File: src/rtl/game_pkg.sv
// Shared definitions for the game sequencer, its datapath and its bench:
// state encoding, the 60 Hz frame length at 50 MHz, and a layer-index width helper.
package game_pkg;

  localparam int STATE_W = 4;

  typedef enum logic [STATE_W-1:0] {
    S_IDLE   = 4'd0,
    S_ARM    = 4'd1,
    S_CLEAR  = 4'd2,
    S_UPDATE = 4'd3,
    S_DRAW   = 4'd4,
    S_WAIT   = 4'd5,
    S_PAUSE  = 4'd6,
    S_END    = 4'd7
  } state_t;

  // 50 MHz / 60 Hz, rounded down
  localparam int FRAME_TICKS_60HZ = 833333;

  // Width of a layer index; never narrower than one bit
  function automatic int layer_w(input int n_layers);
    return (n_layers > 1) ? $clog2(n_layers) : 1;
  endfunction

endpackage

File: src/rtl/game_sequencer_frame_timer.sv
// Saturating frame timer. Counts clock cycles since the last frame update and
// sticks at FRAME_TICKS-1, which is reported as the terminal count.
module frame_timer #(
  parameter int TICK_W      = 20,
  parameter int FRAME_TICKS = 833333
) (
  input  logic              clock,
  input  logic              reset,
  input  logic              clear,
  input  logic              enable,
  output logic [TICK_W-1:0] tick,
  output logic              terminal
);

  localparam logic [TICK_W-1:0] LAST_TICK = TICK_W'(FRAME_TICKS - 1);

  assign terminal = (tick == LAST_TICK);

  // Clear wins over counting; counting stops at the terminal value
  always_ff @(posedge clock or negedge reset) begin
    if (!reset) begin
      tick <= '0;
    end else if (clear) begin
      tick <= '0;
    end else if (enable && !terminal) begin
      tick <= tick + TICK_W'(1);
    end
  end

endmodule

File: src/rtl/game_sequencer.sv
// Top-level game FSM: start handshake, screen clear, per-frame update, layered
// draw sequencing, pause/resume, game over and restart. Drives the datapath
// update strobe and the VGA plotter enables.
//
// Input contract: start is a level that must be pressed then released to begin
// or restart a game; pause_req, clear_done and draw_done are single-cycle
// pulses acted on only in the state that waits for them (a level held high in
// S_DRAW advances one layer per cycle); finish_game is looked at only in S_UPDATE.
module game_sequencer
  import game_pkg::*;
#(
  parameter  int N_LAYERS    = 2,
  parameter  int TICK_W      = 20,
  parameter  int FRAME_TICKS = FRAME_TICKS_60HZ,
  parameter  int FRAME_W     = 16,
  localparam int LSW         = layer_w(N_LAYERS)
) (
  input  logic                clock,
  input  logic                reset,
  input  logic                start,
  input  logic                pause_req,
  input  logic                finish_game,
  input  logic                clear_done,
  input  logic                draw_done,
  output logic                update,
  output logic                plot,
  output logic                clear,
  output logic [LSW-1:0]      layer_sel,
  output logic [N_LAYERS-1:0] draw_layer,
  output logic                paused,
  output logic                game_over,
  output logic                overrun,
  output logic [FRAME_W-1:0]  frame_count,
  output logic [STATE_W-1:0]  state_dbg,
  output logic [TICK_W-1:0]   tick_dbg
);

  localparam logic [LSW-1:0] LAST_LAYER = LSW'(N_LAYERS - 1);

  state_t state;
  logic   timer_clear;
  logic   timer_en;
  logic   terminal;
  logic   last_layer;

  assign last_layer = (layer_sel == LAST_LAYER);

  // Timer runs while a frame is live; it restarts on every transition into S_UPDATE
  always_comb begin
    timer_en    = (state == S_UPDATE) || (state == S_DRAW) || (state == S_WAIT);
    timer_clear = 1'b0;
    case (state)
      S_CLEAR: timer_clear = clear_done;
      S_DRAW:  timer_clear = draw_done && last_layer && terminal;
      S_WAIT:  timer_clear = terminal;
      default: timer_clear = 1'b0;
    endcase
  end

  frame_timer #(
    .TICK_W      (TICK_W),
    .FRAME_TICKS (FRAME_TICKS)
  ) u_frame_timer (
    .clock    (clock),
    .reset    (reset),
    .clear    (timer_clear),
    .enable   (timer_en),
    .tick     (tick_dbg),
    .terminal (terminal)
  );

  // Sequencer FSM with the layer index, frame counter and sticky overrun flag
  always_ff @(posedge clock or negedge reset) begin
    if (!reset) begin
      state       <= S_IDLE;
      layer_sel   <= '0;
      frame_count <= '0;
      overrun     <= 1'b0;
    end else begin
      case (state)
        S_IDLE: if (start) state <= S_ARM;
        S_ARM: if (!start) state <= S_CLEAR;
        S_CLEAR: if (clear_done) state <= S_UPDATE;
        S_UPDATE: begin
          if (finish_game) begin
            state <= S_END;
          end else begin
            state       <= S_DRAW;
            layer_sel   <= '0;
            frame_count <= frame_count + FRAME_W'(1);
          end
        end
        S_DRAW: begin
          if (draw_done) begin
            if (!last_layer) begin
              layer_sel <= layer_sel + LSW'(1);
            end else if (terminal) begin
              // Drawing used up the whole frame: go straight to the next update
              overrun <= 1'b1;
              state   <= S_UPDATE;
            end else begin
              state <= S_WAIT;
            end
          end
        end
        S_WAIT: begin
          // Frame boundary beats a coincident pause request
          if (terminal) state <= S_UPDATE;
          else if (pause_req) state <= S_PAUSE;
        end
        S_PAUSE: if (pause_req) state <= S_WAIT;
        S_END: begin
          if (start) begin
            state       <= S_ARM;
            overrun     <= 1'b0;
            frame_count <= '0;
          end
        end
        default: state <= S_IDLE;
      endcase
    end
  end

  // Moore decode of the state register; draw_layer follows the registered index
  always_comb begin
    update     = (state == S_UPDATE);
    clear      = (state == S_CLEAR);
    plot       = (state == S_CLEAR) || (state == S_DRAW);
    paused     = (state == S_PAUSE);
    game_over  = (state == S_END);
    draw_layer = '0;
    if (state == S_DRAW) draw_layer = N_LAYERS'(1) << layer_sel;
  end

  assign state_dbg = state;

endmodule
File: config.mk
export PLATFORM = sky130hd
export DESIGN_NAME = game_sequencer
export DESIGN_NICKNAME = d
export VERILOG_FILES = /design/src/rtl/game_pkg.sv /design/src/rtl/game_sequencer_frame_timer.sv /design/src/rtl/game_sequencer.sv
export SDC_FILE = /design/constraint.sdc
export NUM_CORES = 1
export LEC_CHECK = 0
export ABC_AREA = 1
export CORE_MARGIN = 4
export CORE_UTILIZATION = 48
export DETAILED_ROUTE_END_ITERATION = 8
export PLACE_DENSITY = 0.89
export SLEW_MARGIN = 20
export SYNTH_ARGS = -nofsm -noshare
export SYNTH_HDL_FRONTEND = slang
export SYNTH_SLANG_ARGS = --single-unit
File: constraint.sdc
create_clock -name clock -period 1.6 [get_ports clock]
set_clock_uncertainty 0.2 [all_clocks]
set_input_delay 0.32 -clock clock [delete_from_list [all_inputs] [get_ports clock]]
set_output_delay 0.32 -clock clock [all_outputs]
set_load 0.005 [all_outputs]
## Yosys cells after proc, flatten, opt, wreduce, memory -nomap -nowiden

Index checks and enable logic that the tools add are counted.

| storage, ports and cells | value |
|---|---|
| bits in registers | 42 |

| operators by class | value |
|---|---|
| reduce and logical (&&, ||, !) cells | 17 |
| $add $sub $neg | 3 |
| shifts and indexed selects | 1 |
| muxes and demuxes | 27 |
| equal/unequal tests | 18 |

Operator list:

| operator | number |
|---|---|
| two-way mux 20 bit | 2 |
| two-way mux 16 bit | 2 |
| two-way mux 4 bit | 8 |
| one-hot mux 16 bit (2 select lines) | 1 |
| one-hot mux 4 bit (7 select lines) | 1 |
| adder 20 x 1 -> 20 bit (second input constant) | 1 |
| == test 20 bit (second input constant) | 1 |
| adder 16 x 1 -> 16 bit (second input constant) | 1 |
| == test 4 x 3 -> 1 bit (second input constant) | 4 |
| != test 2 bit (second input constant) | 8 |
| == test 4 x 2 -> 1 bit (second input constant) | 2 |
| nonzero test 2 bit | 4 |
| two-way mux 1 bit | 7 |
| AND reduction 7 bit | 1 |
| AND reduction 3 bit | 2 |
| AND reduction 5 bit | 1 |
| == test 4 x 1 -> 1 bit (second input constant) | 1 |
| zero test 4 bit | 1 |
| two-way mux 2 bit | 2 |
| one-hot mux 1 bit (2 select lines) | 2 |
| logical AND 1 bit | 3 |
| logical OR 1 bit | 3 |
| two-way mux 3 bit | 1 |
| != test 3 bit (second input constant) | 1 |
| 6 further kinds | 6 |

## Longest topological paths before layout

Gate-level depths: netlist of the first run.

| depth | value |
|---|---|
| depth in word-level cells | 6 |
| mapped depth | 11 |
| gate-level depth less buffers | 11 |

## By module

Synthesis of the first run repeated with hierarchy kept, for this count alone.

| second synthesis, totals | value |
|---|---|
| cell total of the unflattened synthesis | 433 |
| area total of the unflattened synthesis | 2,902.8 um2 |

Modules (own cells, without submodules):

| module | instances | area an instance (um2) | cells each | sequential area each (um2) |
|---|---|---|---|---|
| game_sequencer | 1 | 1,453.9 | 213 | 525.5 |
| frame_timer | 1 | 1,448.9 | 220 | 500.5 |

## Least setup slack after synthesis of the first run

OpenSTA, ideal clock, no wires.

| timing path | value |
|---|---|
| path kind | reg2reg |
| start point | register u_frame_timer.tick[0] |
| end point | register u_frame_timer.tick[10] |
| library setup time | 0.117 ns |
| arrival | 1.462 ns |
| path buffers | 1 |
| cell stages (with the launch flop) | 11 |
| period minus slack after synthesis | 1.779 ns |
| setup slack | -0.179 ns |
| cells stage by stage | dfrtp_1 > inv_1 > ha_1 > nand3_1 > nor2_1 > nand4_2 > nand2_4 > buf_6 > nor2_1 > nand2_1 > nand2_1 |

| between the ends | value |
|---|---|
| longest elaborated chain between the ends | 4 |
| elaborated cells between the ends (all ways) | 9 |
| classes of those cells | add/sub: 1; eq/ne: 1; mux: 3; reduce/logical: 4 |

Ends and longest elaborated chain:

| what | line | source |
|---|---|---|
| start: declaration | game_sequencer_frame_timer.sv:11 | `output logic [TICK_W-1:0] tick,` |
| start signal: assignment | game_sequencer_frame_timer.sv:26 | `tick <= tick + TICK_W'(1);` |
| branches (longest 4 deep; another with adder 20 x 1 -> 20 bit) | - |  |

Parallel ways; which one is timed is not known. The select of a mux whose other input is x is not followed.
A chain may end at the register's enable or synchronous reset.

## Final worst setup path of the first run

| timing path | value |
|---|---|
| start point | register state[1], in the netlist state_dbg[1] |
| end point | register u_frame_timer.tick[6] |

| between the ends | value |
|---|---|
| longest elaborated chain between the ends | 5 |
| elaborated cells between the ends (all ways) | 10 |
| classes of those cells | eq/ne: 4; mux: 2; reduce/logical: 4 |

Ends and longest elaborated chain:

| what | line | source |
|---|---|---|
| start: declaration | game_sequencer.sv:40 | `state_t state;` |
| start signal: assignment | game_sequencer.sv:75 | `state <= S_IDLE;` |
| start signal: assignment | game_sequencer.sv:81 | `S_IDLE: if (start) state <= S_ARM;` |
| start signal: assignment | game_sequencer.sv:82 | `S_ARM: if (!start) state <= S_CLEAR;` |
| == test 4 x 2 -> 1 bit / == test 4 x 3 -> 1 bit (equally long branches) | game_sequencer.sv:50, game_sequencer.sv:52 |  |
| logical OR 1 bit (2 in series) | game_sequencer.sv:50 | `timer_en = (state == S_UPDATE) \|\| (state == S_DRAW) \|\| (state == S_WAIT);` |
| logical AND 1 bit | game_sequencer_frame_timer.sv:25 | `end else if (enable && !terminal) begin` |
| nonzero test 2 bit (no source line) | - |  |

Parallel ways exist; a longest one is shown, timed or not.

==> metrics.md, run 1 <==
| Metric | Value |
|---|---|
| Status | `finished, violations left` |
| Violated checks | `design-rule violations, negative setup slack` |
| Async SR Flop Fraction | `100.0%` |
| Worst setup EP type | `register` |
| Max FO, Critical Path | `4` |
| First-pass GRT wire length | `22.82 mm` |
| Post-synth EDFFs | `0` |
| # rows | `28` |
| Routed WL per cell | `27.23 um` |
| RSZ-0062 raised after global routing | `yes` |
| Dpl hpwl | `7.000 mm` |
| Die Footprint | `0.007402 sq mm` |
| # diodes | `0` |
| Power Density | `1721 mW/mm^2` |
| Sequential share of the synthesized area | `35.10%` |
| Relative slew margins | `62.10%` |
| Final setup fails | `59` |
| Share of cells above drive strength 1 | `43.00%` |
| Pre-CTS setup slack | `-0.3393 ns` |
| Vias in the first global route | `4406` |
| Arrival time of the worst setup path | `2.40 ns` |
| Synth area leaders | `dfrtp_1 (35%), nand2_1 (16%), nor2_1 (7.6%), nand3_1 (7.5%), inv_1 (5.9%)` |
| Antenna viol nets, final | `0` |
| Highest Clock Rate | `425.8 MHz` |
| Drt first-iter violations | `1037` |
| # IOs | `56` |
| DP Area | `0.004118 sq mm` |
| Die width | `86.04 um` |
| CP max stage delay | `0.44 ns` |
| Layout area overhead | `78.08%` |
| Final setup margin | `-0.7487 ns` |
| Core box area | `0.005921 sq mm` |
| Worst-path clk slew | `0.11 ns` |
| Min-delay worst type | `in -> async` |
| Synth cell count leaders | `nand2_1 (121), nor2_1 (59), inv_1 (46)` |
| Top cell type's share of synthesized area | `35.10%` |
| Maximum number of pins on one net before global-route repair | `42` |
| Via count | `4833` |
| Required @ worst endpoint | `1.65 ns` |
| Final Hold Vio Count | `0` |
| Seq cells post-synth | `41` |
| Cts bufs inserted | `5` |
| Reg2reg path depth | `9` |
| Final Max Slew Viols | `0` |
| CTS max path bufs | `2` |
| Distinct cells, synth | `37` |
| Critical-path cell list | `inv_2 -> nor3_4 -> buf_4 -> buf_4 -> nand2_2 -> nand2_4 -> nor2_1 -> nand2_1 -> nand2_1` |
| Tcrit/Tclk final | `146.8%` |
| CP Depth | `9` |
| YS warnings | `0` |
| Min Tclk post-route | `2.349 ns` |
| Layout fillers | `238` |
| CP max-delay cell | `dfrtp_1` |
| Layout Nets | `631` |
| Pwr Total | `8.956 mW` |
| Clk Latency, worst-skew pair | `0.34 ns` |
| H-tree depth | `2` |
| Post-Syn Area per Cell | `6.781 sq um` |
| Input/output buffers | `54` |
| Most common cell in the synthesized netlist | `nand2_1` |
| Remaining Overflow, GRT | `0` |
| Fin Setup TNS | `-21.09 ns` |
| Post-synth net total | `441` |
| Final Cell Area | `0.005205 sq mm` |
| Detailed Routing Iterations Pass 1 | `9` |
| Worst-Margin Slew | `0.5642 ns` |
| Initial core utilization | `49.37%` |
| Clock tree from TritonCTS | `done` |
| Clock root buffer | `clkbuf_8` |
| Mapped Cells | `431` |
| Hold WS | `0.2778 ns` |
| Top FF cell, synth | `dfrtp_1` |
| Global-route usage over all layers | `39.75%` |
| Worst Path Buf+Inv | `3` |
| Crit start category | `register` |
| Leakage power | `2.646 nW` |
| GPL Wtd Cong | `0.9901` |
| WS Path Type | `reg -> reg` |
| Clk sinks | `41` |
| Max-cap viol count | `0` |
| DRC violations left | `134` |
| Peak supply drop | `0.001607 V` |
| Vias/cell | `6.944` |
| Total wire length | `18.96 mm` |
| Cell family with most CP delay | `simple AND/OR/NAND/NOR gates` |
| Mapped Area | `0.002923 sq mm` |
| Yosys top cell by area | `dfrtp_1` |
| Die Height | `86.04 um` |
| Initial antenna violation count | `2` |
-- path summary, 6_finish.rpt --
kind / start / to / slack (ns)
setup reg to reg: state_dbg[1] / u_frame_timer.tick[6] / -0.75
max in group asynchronous: reset / u_frame_timer.tick[2] / 0.68
setup / recovery: state_dbg[1] / u_frame_timer.tick[6] / -0.75
hold reg to reg: frame_count[7] / frame_count[7] / 0.41
hold / removal: reset / state_dbg[2] / 0.28
min in group clock: frame_count[7] / frame_count[7] / 0.41
-- what timing repair did --
item	CTS	global route
endpoints found under the setup margin	89	63
pin swaps	19	25
resized for setup	183	81
cloned	3	0
setup buffers	46	15
hold buffers	1	0
hold endpoints to repair	41	0
-- state kept, by name (all words and copies together) (netlist names) --
name,flops
overrun,1
state_dbg,3
layer_sel,1
frame_count,16
u_frame_timer.tick,20
-- logic make-up (layout without fill, tap and decap cells) --
logic type / Yosys count / after routing / synth area share [%]
adders and majority gates: 3 / 3 / 1.284
other: 1 / 1 / 0.1283
and+or+nand+nor: 286 / 288 / 46.19
xor gates and xnor gates: 6 / 6 / 1.798
buffers and inverters: 66 / 254 / 9.974
DFF: 41 / 41 / 35.10
AOI/OAI and AO/OA: 28 / 28 / 5.522
-- routing by layer --
layer / vias to the layer above / wire length [um] / track usage (%)
li1: 1775 / - / -
met1: 2127 / 5686 / 45.61
met2: 628 / 7809 / 65.87
met3: 299 / 3067 / 9.606
met4: 4 / 2370 / 25.47
met5: - / 21 / 0
-- stage by stage --
| stage | std cells | util [%] |
|---|---|---|
| after floorplan | 431 | - |
| after global placement | 628 | 69.55 |
| after detailed placement | 628 | 69.55 |
| after CTS | 684 | 82.54 |
| after global routing | 696 | 87.91 |
| final | 696 | 87.91 |
-- cell usage in the layout (no fill, tap or decap), types with 6 or more instances in the layout --
| cell | Yosys | routed |
|---|---|---|
| nand2_1 | 121 | 103 |
| nor3_1 | 13 | 7 |
| o21ai_1 | 8 | 9 |
| nand3_4 | 2 | 9 |
| nand4_1 | 23 | 23 |
| dfrtp_1 | 41 | 37 |
| nand2_2 | 6 | 16 |
| buf_4 | 2 | 96 |
| inv_1 | 46 | 44 |
| buf_6 | 2 | 41 |
| nor2_1 | 59 | 40 |
| dlygate4sd2_1 | 0 | 19 |
| clkdlybuf4s15_1 | 0 | 13 |
| nor3_4 | 0 | 6 |
| nor2_4 | 1 | 15 |
| nand3_2 | 2 | 9 |
| buf_2 | 4 | 7 |
| nand2_4 | 2 | 9 |
| nor2_2 | 4 | 10 |
| nand3_1 | 44 | 30 |
-- where the power goes --
part	internal (mW)	switching (mW)
clock network	0.456	0.480
registers	1.34	0.353
logic	2.68	3.65
total	4.47	4.49
-- layout make-up --
| cell class | instances | area, sq um | area share, % |
|---|---|---|---|
| Sequential cell | 41 | 1031 | 19.81 |
| Tap cell | 75 | 93.84 | 1.803 |
| Clock inverter | 2 | 35.03 | 0.6731 |
| Inverter | 57 | 246.5 | 4.736 |
| Clock buffer | 5 | 68.82 | 1.322 |
| Multi-Input combinational cell | 326 | 2079 | 39.95 |
| Timing Repair Buffer | 190 | 1650 | 31.71 |
-- worst register-to-register path: stages, from the launching register on --
cell and delay [ns]:
dfrtp_1 0.44, inv_2 0.19, nor3_4 0.09, buf_4 0.15
buf_4 0.13, nand2_2 0.21, nand2_4 0.12, nor2_1 0.35
nand2_1 0.16, nand2_1 0.22
No activity file was read; power rests on OpenSTA's default activity.
==> run 2: changes to the inputs <==
--- a/config.mk
+++ b/config.mk
@@ -9,6 +9,7 @@
 export CORE_MARGIN = 4
 export CORE_UTILIZATION = 48
 export DETAILED_ROUTE_END_ITERATION = 8
+export GPL_TIMING_DRIVEN = 0
 export PLACE_DENSITY = 0.89
 export SLEW_MARGIN = 20
 export SYNTH_ARGS = -nofsm -noshare
==> metrics.md, run 2 (synthesized netlist as in run 1, its figures left out) <==
| Metric | Value |
|---|---|
| Leakage power | `2.455 nW` |
| Critical path capture point | `u_frame_timer.tick[0]` |
| Max-cap viol count | `0` |
| Worst-Margin Slew | `0.5001 ns` |
| Antenna viol nets, final | `0` |
| Remaining Overflow, GRT | `0` |
| R2R Setup Slk | `-0.37 ns` |
| DRC violations left | `0` |
| Share of cells above drive strength 1 | `41.04%` |
| Drt first-iter violations | `377` |
| Pre-CTS setup slack | `-0.4907 ns` |
| Detailed Routing Iterations Pass 1 | `5` |
| Global-route usage over all layers | `32.06%` |
| Input/output buffers | `54` |
| Final Cell Area | `0.004892 sq mm` |
| Cts bufs inserted | `5` |
| Final Util | `82.63%` |
| Commonest non-fill, non-tap cell in the layout | `nand2_1` |
| Routed WL per cell | `21.35 um` |
| Reg area | `0.001042 sq mm` |
| Via count | `4081` |
| Maximum number of pins on one net before global-route repair | `24` |
| Total wire length | `13.90 mm` |
| Area of the multi-input gates | `0.002053 sq mm` |
| CTS max path bufs | `2` |
| Reg2reg path depth | `11` |
| Peak supply drop | `0.001585 V` |
| Required @ worst endpoint | `1.60 ns` |
| CP max-delay cell | `dfrtp_2` |
| First-pass GRT wire length | `18.69 mm` |
| # IOs | `56` |
| Die Height | `86.04 um` |
| Initial core utilization | `49.37%` |
| H-tree depth | `2` |
| Layout Nets | `584` |
| WS Path Type | `reg -> reg` |
| Layout area overhead | `67.38%` |
| Worst-path clk slew | `0.11 ns` |
| Vias in the first global route | `3777` |
| Worst r2r src | `state_dbg[0]` |
| Relative slew margins | `66.66%` |
| Worst setup EP type | `register` |
| Die width | `86.04 um` |
| DP Area | `0.003617 sq mm` |
| Critical-path cell list | `inv_2 -> buf_4 -> nor2_2 -> nand2_2 -> nand2_2 -> nand4_4 -> nand2_8 -> buf_12 -> nor2_8 -> nand2_1 -> nand2_1` |
| Violated checks | `negative setup slack` |
| Arrival time of the worst setup path | `1.97 ns` |
| Core box area | `0.005921 sq mm` |
| Layout fillers | `336` |
| Min Tclk post-route | `1.971 ns` |
| CP max stage delay | `0.44 ns` |
| Highest Clock Rate | `507.5 MHz` |
| Largest reg by FF count | `u_frame_timer.tick` |
| Crit start category | `register` |
| Final Max Slew Viols | `0` |
| Final setup fails | `49` |
| Min-delay worst type | `in -> async` |
| Final Hold Vio Count | `0` |
| Final setup margin | `-0.3705 ns` |
| Power Density | `1663 mW/mm^2` |
| Clock root buffer | `clkbuf_8` |
| # rows | `28` |
| Tcrit/Tclk final | `123.2%` |
| Reg2reg end | `u_frame_timer.tick[0]` |
| Clock tree from TritonCTS | `done` |
| Die Footprint | `0.007402 sq mm` |
| Fin Setup TNS | `-12.98 ns` |
| RSZ-0062 raised after global routing | `yes` |
| Vias/cell | `6.269` |
| Max FO, Critical Path | `6` |
| GPL Wtd Cong | `0.9255` |
| Setup crit start | `state_dbg[0]` |
| Clk sinks | `41` |
| Clk Latency, worst-skew pair | `0.32 ns` |
| Dpl hpwl | `6.016 mm` |
| Status | `finished, violations left` |
| Commonest non-fill, non-tap cells in the layout | `nand2_1 (99), buf_4 (59), nor2_1 (42), inv_1 (40), dlygate4sd2_1 (38)` |
| Max reg flops | `20` |
| Initial antenna violation count | `0` |
==> run 2: cell count changes in the layout (fill, tap and decap cells not counted), moves of 6 or more <==
cell and change:
o21ai_2 +6, buf_6 -19, buf_4 -37, dfrtp_1 -9
clkdlybuf4s15_1 -13, dlygate4sd2_1 +19, dfrtp_2 +9, o21ai_1 -7
==> run 2: how the worst min path moves through the flow <==
stage                         start               endpoint  slack (ns)  cells after the start
finish                        reset         frame_count[7]        0.29                      2
global route                  reset         frame_count[7]        0.36                      2
CTS                           reset        frame_count[12]        0.32                      2
detailed placement            reset  u_frame_timer.tick[4]        0.11                      1
global placement    frame_count[15]        frame_count[15]        0.32                      2
floorplan                     reset         frame_count[0]       -0.18                      0
==> run 2: report_power, final <==
part	total (mW)	internal, mW	leakage (nW)	switching [mW]
sequential	1.71	1.36	0.530	0.353
clock	0.953	0.509	0.0574	0.444
combinational	5.47	2.41	1.87	3.06
total	8.13	4.27	2.46	3.86
==> run 2: area by class of cell <==
cell class | instances | area share, %
Antenna cell | 1 | 0.05115
Clock buffer | 6 | 1.688
Timing Repair Buffer | 135 | 25.37
Multi-Input combinational cell | 325 | 41.97
Tap cell | 75 | 1.918
Sequential cell | 41 | 21.30
Clock inverter | 2 | 0.7673
Inverter | 57 | 4.987
Buffer | 9 | 1.944
==> run 2: timing repair <==
action,in CTS,in global routing
cloned,3,0
setup buffers,67,11
hold buffers,1,0
pin swaps,30,28
setup endpoints to repair,87,51
endpoints found under the hold margin,18,0
resized for setup,170,62
==> run 2: per-stage QoR <==
step / instances / total power [mW] / hold WS [ns]
floorplan: 431 / 3.405 / -0.1756
global placement: 560 / 4.507 / 0.3181
detailed placement: 561 / 4.627 / 0.1145
CTS: 639 / 6.884 / 0.3186
global route: 650 / 8.419 / 0.3550
finish: 651 / 8.134 / 0.2903
==> run 2: per-layer routing <==
| layer | routed length, um | up-vias | global-route usage (%) |
|---|---|---|---|
| met1 | 4888 | 1889 | 38.51 |
| met3 | 1469 | 123 | 5.572 |
| met5 | 0 | - | 0 |
| li1 | - | 1690 | - |
| met2 | 6410 | 379 | 53.89 |
| met4 | 1127 | 0 | 18.13 |
==> run 2: worst max-delay path, delay by kind of cell, from the launching register on <==
| kind | cells | cell delay, ns |
|---|---|---|
| AND/OR/NAND/NOR | 8 | 0.87 |
| flip-flops | 1 | 0.44 |
| buffers and inverters | 3 | 0.32 |
==> run 3: changes to the inputs <==
--- a/config.mk
+++ b/config.mk
@@ -6,6 +6,7 @@
 export NUM_CORES = 1
 export LEC_CHECK = 0
 export ABC_AREA = 1
+export CAP_MARGIN = 10
 export CORE_MARGIN = 4
 export CORE_UTILIZATION = 48
 export DETAILED_ROUTE_END_ITERATION = 8
==> results of run 3 <==
The final DEF is identical to that of run 2; final timing and power are the same.
